`config.mk`:
```
export PLATFORM = sky130hd
export DESIGN_NAME = sr_word_loader_flat
export DESIGN_NICKNAME = d
export VERILOG_FILES = /design/src/rtl/sr_word_loader_if.sv /design/src/rtl/sr_word_loader.sv /design/src/flat_wrapper.sv
export SDC_FILE = /design/constraint.sdc
export NUM_CORES = 1
export LEC_CHECK = 0
export ABC_CLOCK_PERIOD_IN_PS = 1800
export CAP_MARGIN = 20
export CELL_PAD_IN_SITES_DETAIL_PLACEMENT = 1
export CELL_PAD_IN_SITES_GLOBAL_PLACEMENT = 2
export CORE_AREA = 10 10 98 100
export DETAILED_ROUTE_END_ITERATION = 7
export DIE_AREA = 0 0 108 110
export GPL_TIMING_DRIVEN = 0
export PLACE_DENSITY = 0.59
export SYNTH_ARGS = -nofsm -noshare
export SYNTH_HDL_FRONTEND = slang
export SYNTH_SLANG_ARGS = --single-unit
```
`constraint.sdc`:
```
create_clock -name clk -period 1.8 [get_ports clk]
set_input_delay 0.18 -clock clk [delete_from_list [all_inputs] [get_ports clk]]
set_output_delay 0.18 -clock clk [all_outputs]
set_load 0.005 [all_outputs]
```
`src/rtl/sr_word_loader_if.sv`:
```
// sr_word_loader_if: valid/ready word channel into the shift-register loader.
// master drives in_data/in_dir/in_valid; slave returns in_ready.
interface sr_word_loader_if #(
  parameter int MSB = 16
);
  logic [MSB-1:0] in_data;
  logic           in_dir;
  logic           in_valid;
  logic           in_ready;

  modport master (
    output in_data,
    output in_dir,
    output in_valid,
    input  in_ready
  );

  modport slave (
    input  in_data,
    input  in_dir,
    input  in_valid,
    output in_ready
  );
endinterface

```
`src/rtl/sr_word_loader.sv`:
```
// sr_word_loader: serialises accepted words onto a serial-in shift register.
// Ports: clk, rstn, in_bus (word channel), abort, sr_d/sr_en/sr_dir, busy, frame_done, frame_cnt.
module sr_word_loader #(
  parameter int MSB  = 16,
  parameter int GAP  = 2,
  parameter int CNTW = 8
) (
  input  logic            clk,
  input  logic            rstn,
  sr_word_loader_if.slave in_bus,
  input  logic            abort,
  output logic            sr_d,
  output logic            sr_en,
  output logic            sr_dir,
  output logic            busy,
  output logic            frame_done,
  output logic [CNTW-1:0] frame_cnt
);

  localparam int BW = $clog2(MSB);
  localparam int GW = (GAP > 1) ? $clog2(GAP) : 1;

  localparam logic [BW-1:0] LAST = BW'(MSB - 1);
  localparam logic [GW-1:0] GAP_LD =
    (GAP > 0) ? GW'(GAP - 1) : '0;

  typedef enum logic [1:0] {
    S_IDLE,
    S_SHIFT,
    S_DONE,
    S_GAP
  } state_t;

  state_t          state;
  state_t          state_n;
  logic [BW-1:0]   bit_cnt;
  logic [BW-1:0]   bit_cnt_n;
  logic [GW-1:0]   gap_cnt;
  logic [GW-1:0]   gap_cnt_n;
  logic [MSB-1:0]  shadow;
  logic [MSB-1:0]  shadow_n;
  logic [MSB-1:0]  nxt;
  logic            sr_d_n;
  logic            sr_en_n;
  logic            sr_dir_n;
  logic            done_n;
  logic [CNTW-1:0] cnt_n;
  logic            ready;
  logic            accept;

  assign ready           = (state == S_IDLE) && !abort;
  assign in_bus.in_ready = ready;
  assign accept          = ready && in_bus.in_valid;
  assign busy            = (state != S_IDLE);

  // The shadow is shifted so the outgoing bit is always at a fixed end:
  // MSB end for MSB-first frames, bit 0 for LSB-first frames.
  assign nxt = sr_dir ? (shadow >> 1) : (shadow << 1);

  always_comb begin
    state_n   = state;
    bit_cnt_n = bit_cnt;
    gap_cnt_n = gap_cnt;
    shadow_n  = shadow;
    sr_d_n    = 1'b0;
    sr_en_n   = 1'b0;
    sr_dir_n  = sr_dir;
    done_n    = 1'b0;
    cnt_n     = frame_cnt;
    unique case (state)
      S_IDLE: begin
        if (accept) begin
          state_n   = S_SHIFT;
          shadow_n  = in_bus.in_data;
          sr_dir_n  = in_bus.in_dir;
          bit_cnt_n = '0;
          sr_en_n   = 1'b1;
          sr_d_n    = in_bus.in_dir ?
                      in_bus.in_data[0] :
                      in_bus.in_data[MSB-1];
        end
      end
      S_SHIFT: begin
        if (abort) begin
          state_n = S_IDLE;
        end else if (bit_cnt == LAST) begin
          state_n = S_DONE;
          done_n  = 1'b1;
          cnt_n   = frame_cnt + CNTW'(1);
        end else begin
          bit_cnt_n = bit_cnt + BW'(1);
          shadow_n  = nxt;
          sr_en_n   = 1'b1;
          sr_d_n    = sr_dir ? nxt[0] : nxt[MSB-1];
        end
      end
      S_DONE: begin
        if (GAP == 0) begin
          state_n = S_IDLE;
        end else begin
          state_n   = S_GAP;
          gap_cnt_n = GAP_LD;
        end
      end
      S_GAP: begin
        // Counts down so the reset value of zero leaves GAP after one edge.
        if (gap_cnt == '0) begin
          state_n = S_IDLE;
        end else begin
          gap_cnt_n = gap_cnt - GW'(1);
        end
      end
      default: begin
        state_n = S_IDLE;
      end
    endcase
  end

  always_ff @(posedge clk or negedge rstn) begin
    if (!rstn) begin
      state      <= S_GAP;
      bit_cnt    <= '0;
      gap_cnt    <= '0;
      shadow     <= '0;
      sr_d       <= 1'b0;
      sr_en      <= 1'b0;
      sr_dir     <= 1'b0;
      frame_done <= 1'b0;
      frame_cnt  <= '0;
    end else begin
      state      <= state_n;
      bit_cnt    <= bit_cnt_n;
      gap_cnt    <= gap_cnt_n;
      shadow     <= shadow_n;
      sr_d       <= sr_d_n;
      sr_en      <= sr_en_n;
      sr_dir     <= sr_dir_n;
      frame_done <= done_n;
      frame_cnt  <= cnt_n;
    end
  end

endmodule
```
`src/flat_wrapper.sv`:
```
// flat-port wrapper written by rule: the top's interface ports become plain ports
module sr_word_loader_flat 
#(
  parameter int MSB  = 16,
  parameter int GAP  = 2,
  parameter int CNTW = 8
)
  (clk, rstn, abort, sr_d, sr_en, sr_dir, busy, frame_done, frame_cnt, in_bus_in_data, in_bus_in_dir, in_bus_in_valid, in_bus_in_ready);
  sr_word_loader_if #(.MSB(MSB)) in_bus_i ();
  input  logic clk;
  input  logic rstn;
  input  logic abort;
  output logic sr_d;
  output logic sr_en;
  output logic sr_dir;
  output logic busy;
  output logic frame_done;
  output logic [CNTW-1:0] frame_cnt;
  input wire logic [$bits(in_bus_i.in_data)-1:0] in_bus_in_data;
  input wire logic [$bits(in_bus_i.in_dir)-1:0] in_bus_in_dir;
  input wire logic [$bits(in_bus_i.in_valid)-1:0] in_bus_in_valid;
  output wire logic [$bits(in_bus_i.in_ready)-1:0] in_bus_in_ready;
  assign in_bus_i.in_data = in_bus_in_data;
  assign in_bus_i.in_dir = in_bus_in_dir;
  assign in_bus_i.in_valid = in_bus_in_valid;
  assign in_bus_in_ready = in_bus_i.in_ready;
  sr_word_loader #(.MSB(MSB), .GAP(GAP), .CNTW(CNTW)) u_core (.clk(clk), .rstn(rstn), .in_bus(in_bus_i), .abort(abort), .sr_d(sr_d), .sr_en(sr_en), .sr_dir(sr_dir), .busy(busy), .frame_done(frame_done), .frame_cnt(frame_cnt));
endmodule
```
### Word-level counts from Yosys, hierarchy flattened

Index checks and enable logic that the tools add are counted.

| operators by class | value |
|---|---|
| eq/ne operators | 9 |
| reduce and logical (&&, ||, !) cells | 11 |
| muxes and demuxes | 29 |
| bitwise gates (word level) | 1 |
| add/sub/neg operators | 3 |

Operator list:

| kind | count |
|---|---|
| $mux W16 | 4 |
| $pmux W16 S2 | 1 |
| $mux W1 | 12 |
| $mux W4 | 3 |
| $add A8 B1 Y8 const B | 1 |
| $mux W2 | 4 |
| $pmux W2 S4 | 1 |
| $pmux W4 S2 | 1 |
| $ne A2 B2 Y1 const B | 3 |
| $pmux W1 S2 | 3 |
| $reduce_and A3 Y1 | 2 |
| $reduce_bool A2 Y1 | 3 |
| $add A4 B1 Y4 const B | 1 |
| $eq A2 B2 Y1 const B | 2 |
| $eq A4 B4 Y1 const B | 1 |
| $reduce_and A4 Y1 | 1 |
| $ne A3 B2 Y1 const B | 1 |
| $eq A2 B1 Y1 const B | 1 |
| $logic_and A1 B1 Y1 | 2 |
| $logic_not A2 Y1 | 1 |
| $ne A2 B1 Y1 const B | 1 |
| $reduce_and A2 Y1 | 1 |
| $logic_not A1 Y1 | 1 |
| $not A1 Y1 | 1 |
| $sub A1 B1 Y1 const B | 1 |

| word-level totals | value |
|---|---|
| register bits after elaboration | 35 |
| logic and storage cells | 62 |
| bits of input ports | 21 |
| output and inout bits | 14 |

### Longest topological paths before layout

| depth | value |
|---|---|
| word-level depth | 5 |
| gate-level depth with buffers | 6 |
| depth with buffers taken out | 4 |

### Least setup slack after synthesis

No wires, ideal clock.

| timing | value |
|---|---|
| path type | flip-flop to flip-flop |
| start point | register u_core.state[0] |
| end point | register u_core.bit_cnt[0] |
| library setup time | 125 ps |
| stages on the path, launching flop included | 5 |
| data required time | 1675 ps |
| clock period less this slack | 1547 ps |
| path buffers | 1 |
| setup slack | 253 ps |
| data arrival time | 1422 ps |
| cells stage by stage | dfstp_2 nor3b_4 a21oi_2 buf_6 mux2_2 |

| on the way | value |
|---|---|
| cells in the longest elaborated chain, start to end | 5 |
| elaborated cells between the ends (all ways) | 10 |
| classes of those cells | eq/ne: 4; mux: 1; reduce/logical: 5 |

RTL lines:

| what | RTL line | text |
|---|---|---|
| start, declared | sr_word_loader.sv:34 | `state_t state;` |
| start signal, assigned | sr_word_loader.sv:131 | `state <= state_n;` |
| $logic_not A2 Y1 | sr_word_loader.sv:51, sr_word_loader.sv:70 |  |
| $logic_and A1 B1 Y1 | sr_word_loader.sv:51 | `assign ready = (state == S_IDLE) && !abort;` |
| $logic_and A1 B1 Y1 | sr_word_loader.sv:53 | `assign accept = ready && in_bus.in_valid;` |
| $ne A2 B1 Y1 (no source line) | n/a |  |
| $reduce_and A4 Y1 (no source line) | n/a |  |
| end signal, assigned | sr_word_loader.sv:132 | `bit_cnt <= bit_cnt_n;` |
| end, declared | sr_word_loader.sv:36 | `logic [BW-1:0] bit_cnt;` |

Parallel ways exist; a longest one is shown, timed or not.
A chain may end at the register's enable or synchronous reset.

### Worst setup path in the final report

| timing | value |
|---|---|
| start point | register u_core.state[0] |
| end point | register u_core.shadow[0] |

| on the way | value |
|---|---|
| cells in the longest elaborated chain, start to end | 5 |
| elaborated cells between the ends (all ways) | 10 |
| classes of those cells | eq/ne: 4; mux: 1; reduce/logical: 5 |

RTL lines:

| what | RTL line | text |
|---|---|---|
| $logic_not A2 Y1 | sr_word_loader.sv:51, sr_word_loader.sv:70 |  |
| $logic_and A1 B1 Y1 | sr_word_loader.sv:51 |  |
| $logic_and A1 B1 Y1 | sr_word_loader.sv:53 |  |
| $ne A2 B1 Y1 (no source line) | n/a |  |
| $reduce_and A4 Y1 (no source line) | n/a |  |
| end signal, assigned | sr_word_loader.sv:134 | `shadow <= shadow_n;` |
| end, declared | sr_word_loader.sv:40 | `logic [MSB-1:0] shadow;` |

Parallel ways exist; a longest one is shown, timed or not.

==> results by group <==
Outcome
  – Status: finished, violations left
  – Failing checks: negative hold slack

Logic synthesis
  – Avg Cell Area, Syn: 10.38 um2
  – Synth warnings: 0
  – Top-count cell post-synth: dfrtp_1
  – EDFF count, synth: 0
  – Top-area cell type share of the netlist area: 0.4397
  – Yosys top cell by area: dfrtp_1
  – Syn nets: 204
  – Syn Inst Count: 181
  – Share of flip-flops with an asynchronous set or reset: 1.000
  – Netlist cell types: 34
  – Area contributors post-synth: dfrtp_1, mux2_2, a221oi_2
  – Mapped Area: 0.001878 mm2
  – Number of synthesized register bits: 35
  – Top_reg_cell synth: dfrtp_1
  – Sequential element share of the synthesized area: 0.4677
  – Synth top cells by count: dfrtp_1, nand2_1, inv_1

CTS
  – CTS root buf: clkbuf_8
  – Hold buffers post-CTS: 0
  – Inserted Clock Buffers: 5
  – CTS tree: done
  – CTS sink count: 35
  – CTS max path bufs: 2
  – H-tree depth: 2
  – Reg clk slew, reported paths: 0.07 ns
  – Clk_lat worst skew: 0.29 ns

Setup path
  – Slowest stage delay, CP: 0.60 ns
  – CP required: 1.95 ns
  – Worst R2R Setup Slack: 0.1 ns
  – FF-to-FF path depth: 5
  – CP Max Fanout: 10
  – Terminus of the critical flop-to-flop path: u_core.shadow[0]
  – RR Startpoint: u_core.state[0]
  – Crit path launch type: flip-flop
  – WP data arrival: 1.85 ns
  – WS Path Type: flip-flop to flip-flop
  – Crit path cell chain: nor3b_4, and2_1, buf_4, buf_8, a221oi_1
  – Critical path's slowest cell: dfstp_2
  – Crit path capture type: flip-flop

Placed design
  – Port bufs: 34
  – Gpl congestion: 0.7035
  – DP HPWL: 3.670 mm

Die
  – Placement row count: 32
  – Top Ports: 35
  – Initial core utilization: 0.2456
  – Core region area: 0.007647 mm2
  – Die area: 0.01188 mm2
  – Die Height: 110 um
  – Die width: 108 um

Pwr
  – Flop pwr share: 0.462
  – Int Pwr: 1.584 mW
  – Power Dens Cells: 910.8 mW/mm2
  – Sw Pwr: 0.6983 mW
  – Clk network pwr share: 0.243
  – Maximum vdd drop: 0.2448 mV
  – Total Power: 2.283 mW
  – P_leak: 1.128 nW
  – Combinational share of power: 0.296
  – Sw frac: 0.3059

Drt
  – Post-Route WL: 5.151 mm
  – Via-per-instance ratio: 4.482
  – Drt drc: 0
  – ANT nets after route: 0
  – DR iter-0 viols: 32
  – DR pass1 iterations: 4
  – WL/cell: 15.61 um
  – Via count: 1479

Hold path
  – Worst Hold Class: input port to async pin

Run
  – Max-cap violations: 0

Timing
  – Clk_skew: 0.007694 ns
  – WHS: -0.007394 ns
  – Period utilization: 0.9451
  – Endpoints failing setup: 0
  – Worst-margin pin slew: 0.8317 ns
  – Final hold violations: 13
  – Final period demand of the worst path: 1.701 ns
  – Relative slew margins: 0.4455
  – Max Freq: 587.8 MHz
  – Final slew viol count: 0

Final layout
  – Layout cells sized above 1: 0.2325
  – # fillers: 873
  – Nets: 250
  – Diodes inserted: 0
  – Area Overhead vs Synth: 33.44%

Global route
  – Vias in the first global route: 1578
  – Gr usage total: 0.09100
  – Global-route wire length before repair: 8.535 mm
  – Initial antenna violation count: 0
  – GR Overflow Total: 0
  – Largest net degree at the start of global routing: 36
-- logic make-up after synthesis --
kind of cell,Yosys count,synth area share
simple gates,67,0.1819
flops,35,0.4677
compound gates,20,0.1133
xor+xnor,7,0.03265
buf+inv,30,0.07395
fa+ha+maj,2,0.01332
mux,20,0.1173
-- flip-flops by register name (all words and copies together) (netlist names), named ones only --
name	cells
u_core.bit_cnt	4
u_core.frame_cnt	8
u_core.frame_done	1
u_core.gap_cnt	1
u_core.shadow	16
u_core.sr_d	1
u_core.sr_dir	1
u_core.sr_en	1
u_core.state	1
-- layout by cell type, fill, tap and decap left out, types with 2 or more instances in the layout --
cell,instances
nor3_1,4
clkdlybuf4s50_1,32
mux2_2,16
buf_4,6
dfrtp_1,33
a221oi_1,9
clkbuf_8,5
buf_2,6
inv_1,21
xnor2_1,3
nand2_1,25
nand4b_1,2
and2_1,2
nand2b_1,3
dfstp_2,2
nand3_1,3
xor2_1,4
nor2_1,18
mux2i_1,4
a221oi_2,7
clkbuf_1,2
-- per-layer routing --
layer,routed length (um),global-route usage,share of wire,vias to the layer above
li1,-,-,-,713
met5,0,0,0,-
met3,122,0.02031,0.024,6
met2,2458,0.1461,0.48,20
met1,2480,0.1158,0.48,740
met4,90,0.03721,0.017,0
-- power by group through the flow --
stage	logic (mW)	clock network, mW	registers, mW
finish	0.675	0.554	1.05
global route	0.755	0.622	1.08
CTS	0.669	0.586	1.06
detailed placement	0.664	0	1.07
global placement	0.655	0	1.07
floorplan	0.479	0	1.02
-- stage by stage --
step                worst slack, ns  std cells   TNS, ns  instance area, um2  utilization
detailed placement          -0.2222        317    -2.579                2341       0.3061
global placement            -0.4190        317    -16.11                2346       0.3068
CTS                       0.0006606        326         0                2451       0.3205
global route               -0.01673        330  -0.02659                2506       0.3277
finish                      0.09879        330         0                2506       0.3277
floorplan                    0.2533        181         0                1878            -
-- worst max-delay path: cells and delay by family (launching register included) --
family / cells / cell delay, ns
AO/OA/AOI/OAI: 1 / 0.09
buffers and inverters: 2 / 0.35
AND/OR/NAND/NOR: 2 / 0.53
flip-flops: 1 / 0.60
-- what timing repair did --
action | CTS | global route
pin swaps | 0 | 0
endpoints found under the setup margin | 12 | 12
resized for setup | 2 | 5
buffers inserted | 2 | 4
-- cell type report --
type	instances	area, um2	area share
plain buffers	8	58.81	0.02346
clock buffers	7	76.32	0.03045
clock inverters	1	5.005	0.001997
inverters	21	78.83	0.03145
multi-input cells	116	889.6	0.3550
flip-flops and latches	35	878.3	0.3505
well taps	102	127.6	0.05092
repair buffers	40	391.6	0.1563
-- worst max path at each step --
stage | start | endpoint | slack [ns]
2_1_floorplan | u_core.state[0] | u_core.bit_cnt[0] | 0.25
3_3_place_gp | rstn | u_core.shadow[14] | -0.42
3_5_place_dp | abort | u_core.bit_cnt[0] | -0.22
4_1_cts | u_core.bit_cnt[0] | u_core.shadow[0] | 0.0007
5_1_grt | u_core.state[0] | u_core.shadow[0] | -0.02
6_report | u_core.state[0] | u_core.shadow[0] | 0.1
Power figures use the tool's default switching activity.
